`config.mk`:
```
export PLATFORM = sky130hd
export DESIGN_NAME = addf_pipe
export DESIGN_NICKNAME = d
export VERILOG_FILES = /design/src/rtl/addf_pipe.sv
export SDC_FILE = /design/constraint.sdc
export NUM_CORES = 1
export LEC_CHECK = 0
export ABC_AREA = 0
export BUFFER_PORTS_ARGS = -buffer_cell sky130_fd_sc_hd__buf_2
export CORE_UTILIZATION = 35
export DETAILED_ROUTE_END_ITERATION = 6
export GPL_TIMING_DRIVEN = 0
export SYNTH_ARGS = -nofsm -noshare
export SYNTH_HDL_FRONTEND = slang
export SYNTH_SLANG_ARGS = --single-unit
```
`constraint.sdc`:
```
create_clock -name CLK -period 4.2 [get_ports CLK]
set_clock_uncertainty 0.1 [all_clocks]
set_input_delay 0.84 -clock CLK [delete_from_list [all_inputs] [get_ports CLK]]
set_output_delay 0.84 -clock CLK [all_outputs]
set_load 0.02 [all_outputs]
```
`src/rtl/addf_pipe.sv`:
```
// rtl/addf_pipe.sv - pipelined WIDTH-bit add/subtract unit, one SEG-bit carry segment per stage
// Operands skew forward, sum bits deskew, so S/CO/OV emerge aligned NSEG edges after accept.
module addf_pipe #(
  parameter int WIDTH = 8,
  parameter int SEG   = 4
) (
  input  logic             CLK,
  input  logic             RST,
  input  logic             IN_VALID,
  output logic             IN_READY,
  input  logic [WIDTH-1:0] A,
  input  logic [WIDTH-1:0] B,
  input  logic             CI,
  input  logic             SUB,
  output logic             OUT_VALID,
  input  logic             OUT_READY,
  output logic [WIDTH-1:0] S,
  output logic             CO,
  output logic             OV
);

  localparam int NSEG = (WIDTH + SEG - 1) / SEG;
  localparam int LAST = NSEG - 1;

  logic             en;
  logic [WIDTH-1:0] a_in;
  logic [WIDTH-1:0] b_in;
  logic             c_in;

  logic [NSEG-1:0]  v_q;
  logic [NSEG-1:0]  c_q;
  logic [NSEG-1:0]  c_nxt;
  logic [WIDTH-1:0] a_q   [NSEG];
  logic [WIDTH-1:0] b_q   [NSEG];
  logic [WIDTH-1:0] s_q   [NSEG];
  logic [WIDTH-1:0] s_nxt [NSEG];

  assign en       = !OUT_VALID || OUT_READY;
  assign IN_READY = en;

  // Operands are zeroed on empty slots so undriven inputs never enter the pipe.
  assign a_in = IN_VALID ? A : '0;
  assign b_in = IN_VALID ? (SUB ? ~B : B) : '0;
  assign c_in = IN_VALID & (SUB | CI);

  always_comb begin : seg_add
    logic [WIDTH-1:0] sa;
    logic [WIDTH-1:0] sb;
    logic [WIDTH-1:0] ss;
    logic             cy;
    int               prev;
    sa    = '0;
    sb    = '0;
    ss    = '0;
    cy    = 1'b0;
    prev  = 0;
    c_nxt = '0;
    for (int k = 0; k < NSEG; k++) begin
      prev = (k == 0) ? 0 : k - 1;
      sa   = (k == 0) ? a_in : a_q[prev];
      sb   = (k == 0) ? b_in : b_q[prev];
      ss   = (k == 0) ? '0 : s_q[prev];
      cy   = (k == 0) ? c_in : c_q[prev];
      for (int i = 0; i < WIDTH; i++) begin
        if (i / SEG == k) begin
          ss[i] = sa[i] ^ sb[i] ^ cy;
          cy    = (sa[i] & sb[i]) | (cy & (sa[i] ^ sb[i]));
        end
      end
      s_nxt[k] = ss;
      c_nxt[k] = cy;
    end
  end

  always_ff @(posedge CLK) begin
    if (RST) begin
      v_q <= '0;
      c_q <= '0;
      for (int k = 0; k < NSEG; k++) begin
        a_q[k] <= '0;
        b_q[k] <= '0;
        s_q[k] <= '0;
      end
    end else if (en) begin
      v_q[0] <= IN_VALID;
      a_q[0] <= a_in;
      b_q[0] <= b_in;
      for (int k = 1; k < NSEG; k++) begin
        v_q[k] <= v_q[k-1];
        a_q[k] <= a_q[k-1];
        b_q[k] <= b_q[k-1];
      end
      c_q <= c_nxt;
      for (int k = 0; k < NSEG; k++) begin
        s_q[k] <= s_nxt[k];
      end
    end
  end

  // Carry into the MSB is recovered as s^a^b of that bit, which also covers WIDTH=1.
  assign OUT_VALID = v_q[LAST];
  assign S         = s_q[LAST];
  assign CO        = c_q[LAST];
  assign OV        = s_q[LAST][WIDTH-1] ^ a_q[LAST][WIDTH-1] ^ b_q[LAST][WIDTH-1] ^ c_q[LAST];

endmodule

```
==> results.sh, run 1 <==
export IMPL_status="finished clean"
export IMPL_vias_per_cell=4.043
export IMPL_syn_to_final_growth_pct=19.53
export IMPL_htree_levels=1
export IMPL_worstSetupPathType="in2reg"
export IMPL_path_max_fanout=10
export IMPL_slowest_stage="fa_1"
export IMPL_synth_net_count=133
export IMPL_final_nets=169
export IMPL_globalplace_congestion=0.7690
export IMPL_yosysSeqAreaShare=0.5611
export IMPL_setup_tns_ns=0
export IMPL_rsz0062_at_grt="false"
export IMPL_portBuffers=31
export IMPL_drc_errors=0
export IMPL_min_delay_start="v_q[0]"
export IMPL_clk_latency_ns=0.26
export IMPL_synth_cell_types=21
export IMPL_fillers=336
export IMPL_grt_pass1_wl_um=3029
export IMPL_synthCells=103
export IMPL_power_density_nw_per_um2=339.7
export IMPL_die_height_um=63.41
export IMPL_final_antenna_net_count=0
export IMPL_synth_area_sq_um=1320
export IMPL_grt_pass1_vias=721
export IMPL_grt_ovfl_total=0
export IMPL_min_period_ns=3.128
export IMPL_drt_pass1_iterations=4
export IMPL_clk_pin_slew_ns=0.08
export IMPL_fmax_ghz=0.3197
export IMPL_p_leak_uw=0.0006896
export IMPL_cts_made_buffers=3
export IMPL_maxSlewViolCount=0
export IMPL_endpoint_kind="register"
export IMPL_holdBufCountCts=0
export IMPL_ir_worst_vdd_v=0.0001269
export IMPL_grt_max_degree=23
export IMPL_avgSynthCellArea_sq_um=12.82
export IMPL_timing_final_hold_violations=0
export IMPL_cp_cell_sequence="buf_2, clkbuf_1, and2_1, fa_1, fa_1, fa_1, inv_1, fa_1, nor2_1"
export IMPL_start_kind="input pin"
export IMPL_die_w_um=63.41
export IMPL_crit_path_max_incr_delay_ns=0.43
export IMPL_r2r_start="a_q[0][4]"
export IMPL_rows=21
export IMPL_hp_class="reg2reg"
export IMPL_io_pin_count=34
export IMPL_fin_crit_sh=0.7448
export IMPL_drtIter0Drc=2
export IMPL_cts_setup_buffers=0
export IMPL_r2r_end="s_q[0][15]"
export IMPL_crit_top_cell="fa_1"
export IMPL_root_buffer="clkbuf_8"
export IMPL_worstMarginPinSlew_ns=0.9722
export IMPL_min_to="v_q[0]"
export IMPL_cts_tree="built"
export IMPL_synth_seq_cells=26
export IMPL_num_vias=744
export IMPL_critPathLaunch="IN_VALID"
export IMPL_start_util=0.3806
export IMPL_rrSetupSlack_ns=1.99
export IMPL_drive_gt1_frac=0.3043
export IMPL_wl_per_cell_um=9.783
export IMPL_antenna_found_initial=0
export IMPL_worstRegToRegCells=8
export IMPL_cts_max_path_buffers=2
export IMPL_core_sq_um=3468
export IMPL_arrival_ns=3.15
export IMPL_setup_violations=0
export IMPL_diodes=0
export IMPL_track_usage=0.09814
export IMPL_die_area_sq_um=4021
export IMPL_cp_data_required_time_ns=4.22
export IMPL_fin_util=0.4549
export IMPL_clock_sinks=26
export IMPL_worstHoldPathCells=2
export IMPL_drv_cap=0
export IMPL_hpwlAfterDp_um=1394
export IMPL_wirelength_um=1800
export IMPL_slew_headroom=0.3519
export IMPL_post_cts_resized=0
export IMPL_yosysWarningCount=0
==> layer usage <==
metal	vias to the layer above	GRT usage	routed length, um
met5	-	0	0
met4	0	0.05114	19
met3	2	0.02355	121
met2	25	0.1582	782
met1	320	0.1212	877
li1	397	-	-
==> worst max path at each step <==
stage | endpoint | slack (ns)
floorplan | s_q[0][3] | 0.96
global placement | s_q[0][3] | 0.83
detailed placement | s_q[0][3] | 0.81
CTS | s_q[0][3] | 1.06
global route | s_q[0][3] | 0.94
finish | s_q[0][3] | 1.07
==> per-stage QoR <==
step | cells | cell area, sq um | hold slack, ns | setup WS [ns] | power [uW]
final | 184 | 1578 | 0.3579 | 1.072 | 535.9
after global routing | 184 | 1578 | 0.4009 | 0.9359 | 563.1
after CTS | 184 | 1578 | 0.3607 | 1.062 | 542.9
after detailed placement | 180 | 1533 | 0.3478 | 0.8137 | 405.8
after global placement | 180 | 1533 | 0.3429 | 0.8339 | 403.4
after floorplan | 103 | 1320 | 0.3323 | 0.9624 | 376.0
==> cell type report <==
| cell class | instances | area [sq um] | area share |
|---|---|---|---|
| clock buffer | 4 | 45.04 | 0.02855 |
| sequential | 26 | 740.7 | 0.4695 |
| inverter | 9 | 33.78 | 0.02141 |
| multi-input combinational | 65 | 529.3 | 0.3354 |
| timing repair buffer | 31 | 155.1 | 0.09833 |
| buffer | 3 | 16.27 | 0.01031 |
| tap | 46 | 57.56 | 0.03648 |
==> where the power goes <==
group / internal [uW] / leakage [uW] / switching (uW)
Clock: 67.7 / 0.0000228 / 70.4
Sequential: 303 / 0.000293 / 6.24
Combinational: 39.6 / 0.000374 / 49.4
==> cell usage after synthesis, drive strengths merged <==
library cell	count	area, sq um
dfxtp	4	80.08
and2	19	118.9
fa	8	160.2
nand2	4	15.01
xnor2	6	52.55
nor2	14	55.06
clkbuf	1	3.750
nor3b	1	12.51
nand2b	2	12.51
xor2	5	43.79
a21oi	1	5.000
nor2b	1	13.76
inv	9	33.78
edfxtp	22	660.6
buf	2	12.51
nand3b	1	7.510
a211oi	2	25.02
o21a	1	7.510
==> cell usage in the layout (no fill, tap or decap) <==
master / Yosys / layout
clkbuf_1: 1 / 2
o21a_1: 1 / 1
and2_1: 19 / 19
a21oi_1: 1 / 1
inv_2: 1 / 1
clkbuf_8: 0 / 3
buf_2: 1 / 32
nor2_1: 13 / 13
edfxtp_1: 22 / 22
dfxtp_1: 4 / 4
fa_1: 8 / 8
xnor2_1: 6 / 6
nand3b_1: 1 / 1
nor3b_2: 1 / 1
nand2b_1: 2 / 2
xor2_1: 5 / 5
nand2_1: 4 / 4
buf_4: 1 / 1
nor2_2: 1 / 1
a211oi_2: 2 / 2
inv_1: 8 / 8
nor2b_4: 1 / 1
==> flip-flops by register name (all words and copies together) (netlist names) <==
name,count
a_q,5
b_q,5
c_q,2
s_q,12
v_q,2
==> cells by family (layout without fill, tap and decap cells) <==
kind of cell,after synthesis,in the layout,synth area share
DFF,26,26,0.5611
buffers and inverters,12,47,0.03791
and+or+nand+nor,42,42,0.1782
xor gates and xnor gates,11,11,0.07298
AOI/OAI and AO/OA,4,4,0.02843
adders and majority gates,8,8,0.1213
==> critical path, delay by kind of cell <==
family	cells	cell delay [ns]
adders and majority gates	4	1.62
buffers and inverters	3	0.36
and+or+nand+nor	2	0.32
(Power assumes the default switching activity.)
==> inputs of run 2 (changes only) <==
==> constraint.sdc (replaced) <==
create_clock -name CLK -period 2.8 [get_ports CLK]
set_clock_uncertainty 0.1 [all_clocks]
set_input_delay 0.56 -clock CLK [delete_from_list [all_inputs] [get_ports CLK]]
set_output_delay 0.56 -clock CLK [all_outputs]
set_load 0.02 [all_outputs]
==> results.sh, run 2 (synthesis results as in run 1) <==
export IMPL_grt_max_degree=23
export IMPL_r2r_end="s_q[0][15]"
export IMPL_fmax_ghz=0.3766
export IMPL_sw_frac_of_total=0.2320
export IMPL_cts_setup_buffers=0
export IMPL_die_height_um=63.41
export IMPL_clock_sinks=26
export IMPL_wirelength_um=1865
export IMPL_drt_pass1_iterations=2
export IMPL_hold_ws_ns=0.3621
export IMPL_path_max_fanout=9
export IMPL_maxSlewViolCount=0
export IMPL_core_sq_um=3468
export IMPL_globalplace_congestion=0.7110
export IMPL_ir_worst_vdd_v=0.0001774
export IMPL_grt_pass1_vias=777
export IMPL_portBuffers=31
export IMPL_start_kind="input pin"
export IMPL_rrSetupSlack_ns=0.56
export IMPL_p_leak_uw=0.0006911
export IMPL_most_common_layout_cells="buf_2, edfxtp_1, and2_1"
export IMPL_clk_pin_slew_ns=0.09
export IMPL_drv_cap=0
export IMPL_setup_violations=0
export IMPL_min_period_ns=2.656
export IMPL_pwr_share_comb=0.163
export IMPL_min_delay_start="v_q[0]"
export IMPL_diodes=0
export IMPL_worstRegToRegCells=8
export IMPL_top_regs="s_q (12), a_q (5), b_q (5)"
export IMPL_hp_class="reg2reg"
export IMPL_root_buffer="clkbuf_8"
export IMPL_slowest_stage="fa_1"
export IMPL_drive_gt1_frac=0.3358
export IMPL_hpwlAfterDp_um=1486
export IMPL_syn_to_final_growth_pct=20.85
export IMPL_final_antenna_net_count=0
export IMPL_rows=21
export IMPL_cp_data_required_time_ns=2.82
export IMPL_track_usage=0.1044
export IMPL_grt_pass1_wl_um=3153
export IMPL_crit_path_max_incr_delay_ns=0.43
export IMPL_cts_max_path_buffers=2
export IMPL_power_density_nw_per_um2=522.5
export IMPL_cts_made_buffers=3
export IMPL_critPathLaunch="SUB"
export IMPL_final_common_cell="buf_2"
export IMPL_cts_tree="built"
export IMPL_clk_latency_ns=0.27
export IMPL_timing_final_hold_violations=0
export IMPL_slew_headroom=0.3490
export IMPL_vias_per_cell=4.186
export IMPL_largest_reg_flops=12
export IMPL_drtIter0Drc=7
export IMPL_htree_levels=1
export IMPL_start_util=0.3806
export IMPL_crit_top_cell="fa_2"
export IMPL_endpoint_kind="register"
export IMPL_worstMarginPinSlew_ns=0.9765
export IMPL_clock_power_share=0.281
export IMPL_rsz0062_at_grt="false"
export IMPL_fillers=346
export IMPL_p_int_uw=640.2
export IMPL_worstHoldPathCells=2
export IMPL_arrival_ns=2.68
export IMPL_p_total_uw=833.5
export IMPL_r2r_start="a_q[0][4]"
export IMPL_power_frac_seq=0.556
export IMPL_cp_cell_sequence="buf_6, xor2_1, and2_1, fa_2, fa_2, fa_2, inv_1, fa_1, nor2_1"
export IMPL_num_vias=766
export IMPL_die_area_sq_um=4021
export IMPL_p_switching_uw=193.4
export IMPL_fin_crit_sh=0.9484
export IMPL_antenna_found_initial=0
export IMPL_final_nets=168
export IMPL_min_to="v_q[0]"
export IMPL_io_pin_count=34
export IMPL_status="finished clean"
export IMPL_worstSetupPathType="in2reg"
export IMPL_grt_ovfl_total=0
export IMPL_drc_errors=0
export IMPL_wl_per_cell_um=10.19
export IMPL_top_register="s_q"
export IMPL_die_w_um=63.41
==> run 2: critical path: cells and delay by family <==
family	cells	cell delay, ns
XOR/XNOR	1	0.15
AND/OR/NAND/NOR	2	0.28
adder cells (fa/ha/maj)	4	1.49
buffers and inverters	2	0.19
==> run 2: stage by stage <==
step                      cells    util  setup TNS (ns)  instance area [sq um]  setup WS [ns]
after CTS                   184  0.4610               0                   1599        0.01689
after detailed placement    180  0.4452         -0.2596                   1544        -0.2596
after floorplan             103       -               0                   1331        0.01881
after global placement      180  0.4452         -0.2199                   1544        -0.2199
final                       183  0.4600               0                   1595         0.1445
after global routing        183  0.4600               0                   1595        0.07253
==> run 2: power by group through the flow <==
| stage | clock (uW) | combinational (uW) | sequential, uW |
|---|---|---|---|
| 2_1_floorplan | 0 | 76.1 | 489 |
| 3_3_place_gp | 0 | 136 | 472 |
| 3_5_place_dp | 0 | 140 | 473 |
| 4_1_cts | 242 | 140 | 464 |
| 5_1_grt | 256 | 153 | 467 |
| 6_report | 234 | 136 | 463 |
==> run 2: worst max path at each step <==
stage,end,cells past startpoint
after floorplan,s_q[0][3],9
after global placement,s_q[0][3],9
after detailed placement,s_q[0][3],9
after CTS,s_q[0][3],9
after global routing,s_q[0][3],9
final,s_q[0][3],9
==> run 2: layout make-up <==
type                    count  area [sq um]  area share
plain buffers               2         16.27     0.01020
clock buffers               4         55.05     0.03451
inverters                   9         33.78     0.02118
multi-input cells          65         536.8      0.3365
well taps                  46         57.56     0.03608
flip-flops and latches     26         740.7      0.4643
repair buffers             31         155.1     0.09726
==> run 2: metal layers <==
metal | global-route usage | routed length, um | vias up
met1 | 0.1212 | 840 | 339
met2 | 0.1729 | 893 | 27
met4 | 0.06818 | 36 | 0
met3 | 0.02174 | 94 | 4
met5 | 0 | 0 | -
li1 | - | - | 396
==> run 2: what timing repair did <==
action                                  4_1_cts  5_1_grt
hold buffers                                  0        0
gates resized for setup                       0        0
endpoints found under the setup margin        0        1
==> inputs of run 3 (changes only) <==
--- a/config.mk
+++ b/config.mk
@@ -10,6 +10,7 @@
 export CORE_UTILIZATION = 35
 export DETAILED_ROUTE_END_ITERATION = 6
 export GPL_TIMING_DRIVEN = 0
+export PLACE_DENSITY = 0.67
 export SYNTH_ARGS = -nofsm -noshare
 export SYNTH_HDL_FRONTEND = slang
 export SYNTH_SLANG_ARGS = --single-unit
==> results.sh, run 3 (synthesis results as in run 1) <==
export IMPL_start_kind="input pin"
export IMPL_setup_violations=0
export IMPL_worstMarginPinSlew_ns=0.9821
export IMPL_rsz0062_at_grt="false"
export IMPL_largest_reg_flops=12
export IMPL_p_int_uw=639.7
export IMPL_antenna_found_initial=0
export IMPL_drv_cap=0
export IMPL_rows=21
export IMPL_maxSlewViolCount=0
export IMPL_final_nets=168
export IMPL_critical_path_buf_inv_count=2
export IMPL_timing_final_hold_violations=0
export IMPL_p_leak_uw=0.0006911
export IMPL_die_w_um=63.41
export IMPL_wirelength_um=1880
export IMPL_final_antenna_net_count=0
export IMPL_top_regs="s_q (12), a_q (5), b_q (5)"
export IMPL_die_height_um=63.41
export IMPL_syn_to_final_growth_pct=20.85
export IMPL_setup_tns_ns=0
export IMPL_clock_power_share=0.282
export IMPL_power_density_nw_per_um2=523.0
export IMPL_arrival_ns=2.61
export IMPL_hpwlAfterDp_um=1503
export IMPL_post_cts_resized=0
export IMPL_crit_path_max_incr_delay_ns=0.41
export IMPL_path_max_fanout=9
export IMPL_drtIter0Drc=11
export IMPL_io_pin_count=34
export IMPL_grt_ovfl_total=0
export IMPL_root_buffer="clkbuf_8"
export IMPL_cp_data_required_time_ns=2.83
export IMPL_clk_pin_slew_ns=0.09
export IMPL_drc_errors=0
export IMPL_track_usage=0.1022
export IMPL_htree_levels=1
export IMPL_final_common_cell="buf_2"
export IMPL_die_area_sq_um=4021
export IMPL_portBuffers=31
export IMPL_crit_top_cell="fa_2"
export IMPL_grt_pass1_wl_um=3167
export IMPL_grt_pass1_vias=804
export IMPL_diodes=0
export IMPL_clock_sinks=26
export IMPL_min_period_ns=2.578
export IMPL_fin_crit_sh=0.9206
export IMPL_globalplace_congestion=0.7692
export IMPL_sw_frac_of_total=0.2333
export IMPL_cp_cell_sequence="buf_6, xor2_1, and2_1, fa_2, fa_2, fa_2, inv_1, fa_1, nor2_1"
export IMPL_wl_per_cell_um=10.27
export IMPL_drive_gt1_frac=0.3358
export IMPL_ir_worst_vdd_v=0.0001710
export IMPL_power_frac_seq=0.556
export IMPL_top_register="s_q"
export IMPL_drt_pass1_iterations=3
export IMPL_most_common_layout_cells="buf_2, edfxtp_1, and2_1"
export IMPL_fmax_ghz=0.3880
export IMPL_holdBufCountCts=0
export IMPL_slowest_stage="fa_1"
export IMPL_grt_max_degree=23
export IMPL_cts_tree="built"
export IMPL_pwr_share_comb=0.162
export IMPL_pre_cts_ws_ns=-0.1815
export IMPL_clk_latency_ns=0.27
export IMPL_hp_class="reg2reg"
export IMPL_slew_headroom=0.3453
export IMPL_hold_ws_ns=0.3636
export IMPL_core_sq_um=3468
export IMPL_critPathTopFamily="adder cells"
export IMPL_p_total_uw=834.3
export IMPL_worst_slack_ns=0.2224
export IMPL_cts_max_path_buffers=2
export IMPL_endpoint_kind="register"
export IMPL_vias_per_cell=4.202
export IMPL_start_util=0.3806
export IMPL_cts_setup_buffers=0
export IMPL_status="finished clean"
export IMPL_p_switching_uw=194.6
export IMPL_worstSetupPathType="in2reg"
export IMPL_cts_made_buffers=3
export IMPL_num_vias=769
==> run 3: cell counts in the layout (fill, tap and decap cells not counted) <==
Identical to the previous run, type by type.
==> run 3: per-layer routing <==
metal	vias to the layer above	GRT usage	wire length (um)
li1	395	-	-
met1	348	0.1076	821
met2	22	0.1888	923
met3	4	0.02174	98
met4	0	0.05114	37
met5	-	0	0
==> run 3: power by group through the flow <==
| stage | sequential (uW) | clock, uW | combinational (uW) |
|---|---|---|---|
| 3_3_place_gp | 472 | 0 | 134 |
| 2_1_floorplan | 489 | 0 | 76.1 |
| 3_5_place_dp | 473 | 0 | 138 |
| 4_1_cts | 464 | 240 | 138 |
| 5_1_grt | 468 | 253 | 152 |
| 6_report | 464 | 235 | 135 |
==> run 3: area by class of cell <==
class / count / area [sq um]
Fill cell: 343 / 1873
Sequential cell: 26 / 740.7
Multi-Input combinational cell: 65 / 536.8
Timing Repair Buffer: 31 / 155.1
Tap cell: 46 / 57.56
Clock buffer: 4 / 55.05
Inverter: 9 / 33.78
Buffer: 2 / 16.27
==> run 3: per-stage QoR <==
step                instance area, sq um    util  instances
global route                        1595  0.4600        183
floorplan                           1331       -        103
global placement                    1544  0.4452        180
detailed placement                  1544  0.4452        180
CTS                                 1599  0.4610        184
finish                              1595  0.4600        183
==> run 3: worst reg2reg max path, cell delays in order (launching register included) <==
cell	delay, ns
edfxtp_1	0.36
inv_1	0.08
fa_1	0.17
inv_1	0.05
fa_1	0.39
fa_1	0.37
inv_1	0.09
fa_1	0.41
nor2_1	0.11
==> run 3: path summary, 6_finish.rpt <==
path / slack (ns) / start / end / cells past startpoint
max: 0.22 / SUB / s_q[0][3] / 9
min: 0.36 / v_q[0] / v_q[0] / 2
max reg2reg: 0.53 / a_q[0][4] / s_q[0][15] / 8
min reg2reg: 0.36 / v_q[0] / v_q[0] / 2
